$ cat src/rtl/demux_1x2_buf.sv
// demux_1x2_buf
//   Steers one producer stream into two independently stalling consumers.
//   Each word goes to channel A (in_sel=0) or channel B (in_sel=1), where it
//   is queued in a small per-channel FIFO with a valid/ready output side.
//
// Ports
//   clk, rst            clock, asynchronous active-high reset
//   in_valid/in_ready   producer handshake; in_ready reflects the channel
//                       currently chosen by in_sel, independent of in_valid
//   in_sel, in_data     channel select and input word
//   a_valid/a_ready     channel A consumer handshake, a_data is the head word
//   a_level             channel A occupancy (0..DEPTH)
//   b_*                 same as a_* for channel B
//
// The file also holds demux_1x2_buf_fifo, the per-channel queue.

module demux_1x2_buf_fifo #(
  parameter int WIDTH = 16,
  parameter int DEPTH = 2,
  parameter int LW    = $clog2(DEPTH) + 1,
  parameter int PW    = $clog2(DEPTH)
) (
  input  logic             clk,
  input  logic             rst,
  input  logic             push_i,   // already qualified against full
  input  logic [WIDTH-1:0] wdata_i,
  input  logic             pop_req_i,
  output logic             valid_o,
  output logic [WIDTH-1:0] data_o,
  output logic [LW-1:0]    level_o,
  output logic             full_o
);

  logic [WIDTH-1:0] mem_q [DEPTH];
  logic [PW-1:0]    wr_ptr_q, wr_ptr_d;
  logic [PW-1:0]    rd_ptr_q, rd_ptr_d;
  logic [LW-1:0]    level_q, level_d;
  logic             pop;

  assign valid_o = (level_q != '0);
  assign full_o  = (level_q == LW'(DEPTH));
  // A pop request on an empty queue is dropped so the level never underflows.
  assign pop     = pop_req_i && valid_o;
  // Forced to zero when empty so stale storage never leaks to the consumer.
  assign data_o  = valid_o ? mem_q[rd_ptr_q] : '0;
  assign level_o = level_q;

  // DEPTH is a power of two, so the pointers wrap by natural overflow.
  always_comb begin
    wr_ptr_d = wr_ptr_q;
    rd_ptr_d = rd_ptr_q;
    level_d  = level_q + LW'(push_i) - LW'(pop);
    if (push_i) wr_ptr_d = wr_ptr_q + PW'(1);
    if (pop)    rd_ptr_d = rd_ptr_q + PW'(1);
  end

  always_ff @(posedge clk or posedge rst) begin
    if (rst) begin
      wr_ptr_q <= '0;
      rd_ptr_q <= '0;
      level_q  <= '0;
    end else begin
      wr_ptr_q <= wr_ptr_d;
      rd_ptr_q <= rd_ptr_d;
      level_q  <= level_d;
    end
  end

  // Storage is left unreset; the level gate on data_o hides its contents.
  always_ff @(posedge clk) begin
    if (push_i) mem_q[wr_ptr_q] <= wdata_i;
  end

endmodule

module demux_1x2_buf #(
  parameter  int WIDTH = 16,
  parameter  int DEPTH = 2,
  localparam int LW    = $clog2(DEPTH) + 1
) (
  input  logic             clk,
  input  logic             rst,
  input  logic             in_valid,
  output logic             in_ready,
  input  logic             in_sel,
  input  logic [WIDTH-1:0] in_data,
  output logic             a_valid,
  input  logic             a_ready,
  output logic [WIDTH-1:0] a_data,
  output logic [LW-1:0]    a_level,
  output logic             b_valid,
  input  logic             b_ready,
  output logic [WIDTH-1:0] b_data,
  output logic [LW-1:0]    b_level
);

  logic a_full, b_full;
  logic push_a, push_b;

  // Ready uses the pre-edge level, so a full queue refuses a push even if
  // it is popping in the same cycle.
  assign in_ready = in_sel ? !b_full : !a_full;
  assign push_a   = in_valid && in_ready && !in_sel;
  assign push_b   = in_valid && in_ready &&  in_sel;

  demux_1x2_buf_fifo #(
    .WIDTH (WIDTH),
    .DEPTH (DEPTH),
    .LW    (LW)
  ) u_fifo_a (
    .clk       (clk),
    .rst       (rst),
    .push_i    (push_a),
    .wdata_i   (in_data),
    .pop_req_i (a_ready),
    .valid_o   (a_valid),
    .data_o    (a_data),
    .level_o   (a_level),
    .full_o    (a_full)
  );

  demux_1x2_buf_fifo #(
    .WIDTH (WIDTH),
    .DEPTH (DEPTH),
    .LW    (LW)
  ) u_fifo_b (
    .clk       (clk),
    .rst       (rst),
    .push_i    (push_b),
    .wdata_i   (in_data),
    .pop_req_i (b_ready),
    .valid_o   (b_valid),
    .data_o    (b_data),
    .level_o   (b_level),
    .full_o    (b_full)
  );

endmodule

$ cat config.mk
export PLATFORM = sky130hd
export DESIGN_NAME = demux_1x2_buf
export DESIGN_NICKNAME = d
export VERILOG_FILES = /design/src/rtl/demux_1x2_buf.sv
export SDC_FILE = /design/constraint.sdc
export NUM_CORES = 1
export LEC_CHECK = 0
export ABC_CLOCK_PERIOD_IN_PS = 2480
export CAP_MARGIN = 30
export CORE_MARGIN = 5
export CORE_UTILIZATION = 44
export DETAILED_ROUTE_END_ITERATION = 8
export GPL_TIMING_DRIVEN = 0
export PLACE_DENSITY = 0.81
export REMOVE_ABC_BUFFERS = 1
export SYNTH_ARGS = -nofsm -noshare
export SYNTH_HDL_FRONTEND = slang
export SYNTH_SLANG_ARGS = --single-unit
$ cat constraint.sdc
create_clock -name clk -period 2.48 [get_ports clk]
set_input_delay 0.496 -clock clk [delete_from_list [all_inputs] [get_ports clk]]
set_output_delay 0.496 -clock clk [all_outputs]
set_load 0.1 [all_outputs]
==> impl_metrics.env, run 1 <==
export IMPL_grt_util_met2_pct=23.0
export IMPL_drive_gt1_share_pct=26.8
export IMPL_nFillCells=493
export IMPL_clock_fmax_mhz=418
export IMPL_cp_required_ns=1.98
export IMPL_slew_headroom_pct=35.0
export IMPL_worst_slew_pin_slew_ns=0.973
export IMPL_critPathKind="flip-flop to output port"
export IMPL_syn_cell_area_um2=2870
export IMPL_clockBufferDepth=2
export IMPL_num_antenna_cells=0
export IMPL_cp_start_kind="flip-flop"
export IMPL_die_x_um=90.8
export IMPL_ioPinCount=61
export IMPL_grt_pass1_vias=1701
export IMPL_yosys_area_top_type="edfxtp_1"
export IMPL_regArea_um2=2130
export IMPL_ys_ff_latch=72
export IMPL_die_area_um2=8240
export IMPL_worstPathArrival_ns=1.90
export IMPL_vias_per_cell=4.84
export IMPL_cts_hold_buf=0
export IMPL_synth_commonest_cells="64 x edfxtp_1, 35 x nor2_1, 34 x mux2i_1"
export IMPL_use_met3_pct=5.00
export IMPL_firstDrtPassIters=4
export IMPL_grt_max_degree=19
export IMPL_finalMaxSlewViolations=0
export IMPL_grt_pass1_wl_um=8540
export IMPL_wl_per_cell_um=16.5
export IMPL_wl_um=5510
export IMPL_hp_class="input port to asynchronous set/reset pin"
export IMPL_gr_usage_met1_pct=15.4
export IMPL_cts_sinks=72
export IMPL_cts_buffers=9
export IMPL_place_gp_congestion=0.710
export IMPL_final_util_pct=60.6
export IMPL_multi_input_area_um2=693
export IMPL_syn_inst=179
export IMPL_core_rowCount=29
export IMPL_synth_top_area_share_pct=66.9
export IMPL_antenna_found_initial=0
export IMPL_hold_violations=0
export IMPL_period_share_pct=96.5
export IMPL_drv_cap=0
export IMPL_status="finished, final reports clean"
export IMPL_ys_types=21
export IMPL_critPathCaptureType="output port"
export IMPL_cts_max_level=3
export IMPL_ys_top_cells_by_area="edfxtp_1 67%, mux2i_1 12%, dfrtp_1 7.0%"
export IMPL_ant_nets=0
export IMPL_post_route_min_period_ns=2.39
export IMPL_rr_worst_depth=3
export IMPL_cts_tree="built"
export IMPL_cts_root_buf="clkbuf_8"
export IMPL_critPathMaxFanout=18
export IMPL_yosysMostFrequentCell="edfxtp_1"
export IMPL_clk_pin_slew_worst_paths_ns=0.07
export IMPL_coreArea_um2=6350
export IMPL_portBuffers=60
export IMPL_rsz0062_at_grt="no"
export IMPL_drcViolationCount=0
export IMPL_start_util_pct=45.2
export IMPL_synth_flop_cell="edfxtp_1"
export IMPL_num_nets_final=276
export IMPL_syn_area_per_cell_um2=16.0
export IMPL_grt_use_total_pct=13.6
export IMPL_clock_latency_ns=0.33
export IMPL_overflow=0
export IMPL_finClkSkew_ns=0.00646
export IMPL_async_flop_share_pct=11.1
export IMPL_die_h_um=90.8
export IMPL_yosysWarnings=0
export IMPL_dp_hpwl_um=3700
export IMPL_grt_busiest_layer="met2"
export IMPL_syn_to_final_growth_pct=33.8
export IMPL_synth_seq_area_share_pct=73.9
export IMPL_synth_edf_count=64
export IMPL_vias=1615
export IMPL_drt_iter0_drc=47
export IMPL_setup_violations=0
-- registers in the layout (all words and copies together) (netlist names) --
signal	flops
u_fifo_b.level_o	2
u_fifo_b.mem_q	32
u_fifo_a.rd_ptr_q	1
u_fifo_a.wr_ptr_q	1
u_fifo_a.mem_q	32
u_fifo_b.wr_ptr_q	1
u_fifo_a.level_o	2
u_fifo_b.rd_ptr_q	1
-- cells in the final DEF, fill, tap and decap left out, drive strengths merged --
cell / synthesis / layout
nand2: 3 / 3
nor3: 1 / 1
nor2: 38 / 38
nor3b: 1 / 1
xnor2: 4 / 4
mux2i: 34 / 34
dfrtp: 8 / 8
xor2: 4 / 4
a21oi: 1 / 1
and2: 1 / 1
clkinvlp: 0 / 2
clkdlybuf4s18: 0 / 1
bufinv: 0 / 1
dlymetal6s2s: 0 / 1
nand3b: 2 / 2
nor2b: 3 / 3
inv: 6 / 6
nand2b: 1 / 1
clkdlybuf4s15: 0 / 27
clkinv: 0 / 4
ha: 2 / 2
clkbuf: 0 / 14
buf: 6 / 8
dlygate4sd2: 0 / 5
edfxtp: 64 / 64
clkdlybuf4s50: 0 / 21
-- layer usage --
| metal | vias to the layer above | wire, um |
|---|---|---|
| met5 | - | 0 |
| met3 | 6 | 365 |
| met1 | 774 | 2260 |
| li1 | 785 | - |
| met2 | 50 | 2820 |
| met4 | 0 | 66 |
-- through the flow --
| stage | TNS (ns) | setup slack (ns) | cells | cell area [um2] | hold WS, ns |
|---|---|---|---|---|---|
| CTS | 0 | 0.00893 | 331 | 3830 | 0.402 |
| finish | 0 | 0.0857 | 334 | 3840 | 0.407 |
| detailed placement | -13.10 | -0.472 | 314 | 3580 | 0.506 |
| floorplan | -23.48 | -0.705 | 173 | 2820 | 0.312 |
| global placement | -46.60 | -0.985 | 310 | 3520 | 0.477 |
| global route | 0 | 0.00292 | 334 | 3840 | 0.436 |
-- cell type report --
cell class,instances,area share (%)
flip-flops and latches,72,55.3
repair buffers,68,18.5
multi-input cells,95,18.0
clock buffers,9,3.22
well taps,77,2.51
clock inverters,7,1.89
inverters,6,0.586
-- cells by family after synthesis --
group | Yosys count | synth area share, %
flops | 72 | 73.9
simple gates | 50 | 8.28
mux | 34 | 11.8
buf+inv | 12 | 2.53
xor+xnor | 8 | 2.44
fa+ha+maj | 2 | 0.871
compound gates | 1 | 0.174
-- worst paths after layout --
kind                                                from                        endpoint  slack [ns]
hold / removal                                       rst   u_fifo_b.rd_ptr_q$_DFFE_PP0P_        0.41
setup reg to reg           u_fifo_b.level_o[1]$_DFF_PP0_  u_fifo_b.mem_q[1][0]$_DFFE_PP_        0.56
setup / recovery           u_fifo_a.level_o[0]$_DFF_PP0_                         a_valid        0.09
hold reg to reg            u_fifo_a.wr_ptr_q$_DFFE_PP0P_   u_fifo_a.wr_ptr_q$_DFFE_PP0P_        0.52
min in group clk           u_fifo_a.wr_ptr_q$_DFFE_PP0P_   u_fifo_a.wr_ptr_q$_DFFE_PP0P_        0.52
max in group asynchronous                            rst   u_fifo_b.rd_ptr_q$_DFFE_PP0P_        1.81
-- timing repair --
action                     CTS  global route
gates cloned                 0             0
pin swaps                    1             1
setup buffers                1             3
resized for setup          103             7
setup endpoints to repair   36            12
-- worst max-delay path, stage by stage (launching register included) --
cell           delay (ns)
dfrtp_1              0.46
nor2_4               0.07
buf_12               0.16
inv_1                0.05
dlygate4sd2_1        0.84
Power of run 1 is left out: the tool's default activity adds up to more than one toggle a clock period on the data nets, which glitch-free logic cannot reach.
==> inputs of run 2 (changes only) <==
GPL_ROUTABILITY_DRIVEN = 0   (was default)
SETUP_SLACK_MARGIN = 0.2   (was default)
==> impl_metrics.env, run 2 (synthesized netlist as in run 1, its figures left out) <==
export IMPL_cp_start_kind="flip-flop"
export IMPL_ioPinCount=61
export IMPL_final_cell_mix="64 x edfxtp_1, 34 x mux2i_1, 33 x nor2_1"
export IMPL_clockBufferDepth=2
export IMPL_die_x_um=90.8
export IMPL_die_h_um=90.8
export IMPL_cts_sinks=72
export IMPL_vias=1623
export IMPL_hold_violations=0
export IMPL_crit_buf_inv=2
export IMPL_worst_slew_pin_slew_ns=0.957
export IMPL_cts_tree="built"
export IMPL_clk_pin_slew_worst_paths_ns=0.07
export IMPL_slew_headroom_pct=36.4
export IMPL_status="finished, final reports clean"
export IMPL_antenna_found_initial=0
export IMPL_grt_pass1_wl_um=8680
export IMPL_cp_top_family="buffers and inverters"
export IMPL_wl_um=5510
export IMPL_cp_num_cells=4
export IMPL_layout_commonest_cell="edfxtp_1"
export IMPL_worstPathArrival_ns=1.70
export IMPL_hp_class="input port to asynchronous set/reset pin"
export IMPL_crit_slowest_cell="clkdlybuf4s15_2"
export IMPL_ant_nets=0
export IMPL_wl_per_cell_um=16.4
export IMPL_cp_required_ns=1.98
export IMPL_top_regs="u_fifo_a.mem_q: 32 flops, u_fifo_b.mem_q: 32 flops"
export IMPL_critPathMaxFanout=5
export IMPL_drcViolationCount=0
export IMPL_timing_rr_start="u_fifo_b.level_o[1]$_DFF_PP0_"
export IMPL_coreArea_um2=6350
export IMPL_setup_violations=0
export IMPL_cts_buffers=9
export IMPL_die_area_um2=8240
export IMPL_critPathMaxStageDelay_ns=0.56
export IMPL_nFillCells=506
export IMPL_start_util_pct=45.2
export IMPL_regToRegSetupSlack_ns=0.56
export IMPL_num_nets_final=277
export IMPL_syn_to_final_growth_pct=28.8
export IMPL_rsz0062_at_grt="no"
export IMPL_firstDrtPassIters=4
export IMPL_cts_root_buf="clkbuf_8"
export IMPL_cts_max_level=3
export IMPL_finClkSkew_ns=0.00554
export IMPL_clock_latency_ns=0.33
export IMPL_crit_chain="nor2_4 -> buf_4 -> nor2_1 -> clkdlybuf4s15_2"
export IMPL_final_util_pct=58.3
export IMPL_grt_pass1_vias=1741
export IMPL_critPathCaptureType="output port"
export IMPL_drv_cap=0
export IMPL_drive_gt1_share_pct=27.9
export IMPL_drt_iter0_drc=42
export IMPL_vias_per_cell=4.84
export IMPL_finalMaxSlewViolations=0
export IMPL_rr_worst_depth=3
export IMPL_post_route_min_period_ns=2.19
export IMPL_grt_use_total_pct=13.7
export IMPL_portBuffers=60
export IMPL_overflow=0
export IMPL_period_share_pct=88.5
export IMPL_clock_fmax_mhz=456
export IMPL_r2r_end="u_fifo_b.mem_q[1][0]$_DFFE_PP_"
export IMPL_dp_hpwl_um=3700
export IMPL_num_antenna_cells=0
export IMPL_grt_max_degree=18
export IMPL_critPathKind="flip-flop to output port"
export IMPL_core_rowCount=29
run 2: cell type report:
class | count | area, um2 | share of cell area [%]
sequential | 72 | 2130 | 57.5
multi-input combinational | 95 | 693 | 18.7
timing repair buffer | 69 | 566 | 15.3
clock buffer | 9 | 124 | 3.35
tap | 77 | 96.3 | 2.60
clock inverter | 7 | 72.6 | 1.96
inverter | 6 | 22.5 | 0.609
run 2: what timing repair did:
action | in CTS | in global routing
hold buffers | 0 | 0
buffers inserted | 5 | 0
endpoints found under the setup margin | 40 | 6
resized for setup | 158 | 8
pin swaps | 1 | 0
run 2: worst max-delay path by stage:
stage | startpoint | end | slack (ns)
after floorplan | u_fifo_a.level_o[0]$_DFF_PP0_ | in_ready | -0.71
after global placement | in_sel | u_fifo_b.mem_q[0][9]$_DFFE_PP_ | -0.99
after detailed placement | u_fifo_b.rd_ptr_q$_DFFE_PP0P_ | b_data[14] | -0.47
after CTS | u_fifo_b.rd_ptr_q$_DFFE_PP0P_ | b_data[14] | 0.13
final | u_fifo_a.level_o[1]$_DFF_PP0_ | a_data[5] | 0.29
after global routing | u_fifo_a.level_o[0]$_DFF_PP0_ | a_data[11] | 0.20
run 2: worst reg2reg max path, delay by kind of cell (launching register included):
family,cells,cell delay [ns]
AND/OR/NAND/NOR,3,1.10
flip-flops,1,0.44
run 2: stage by stage:
step / hold slack, ns / area (um2) / setup slack [ns] / instances / setup TNS (ns)
after floorplan: 0.312 / 2820 / -0.705 / 173 / -23.48
final: 0.412 / 3700 / 0.286 / 335 / 0
after CTS: 0.402 / 3720 / 0.133 / 335 / 0
after global placement: 0.477 / 3520 / -0.985 / 310 / -46.60
after global routing: 0.450 / 3700 / 0.203 / 335 / 0
after detailed placement: 0.506 / 3580 / -0.472 / 314 / -13.10
run 2: layer usage:
metal | share of wire, % | up-vias | global-route usage [%]
met1 | 42 | 782 | 15.7
met3 | 5.2 | 6 | 4.75
met2 | 51 | 46 | 23.3
met4 | 1.2 | 0 | 5.50
met5 | 0 | - | 0
li1 | - | 789 | -
Power of run 2 is left out for the same reason.
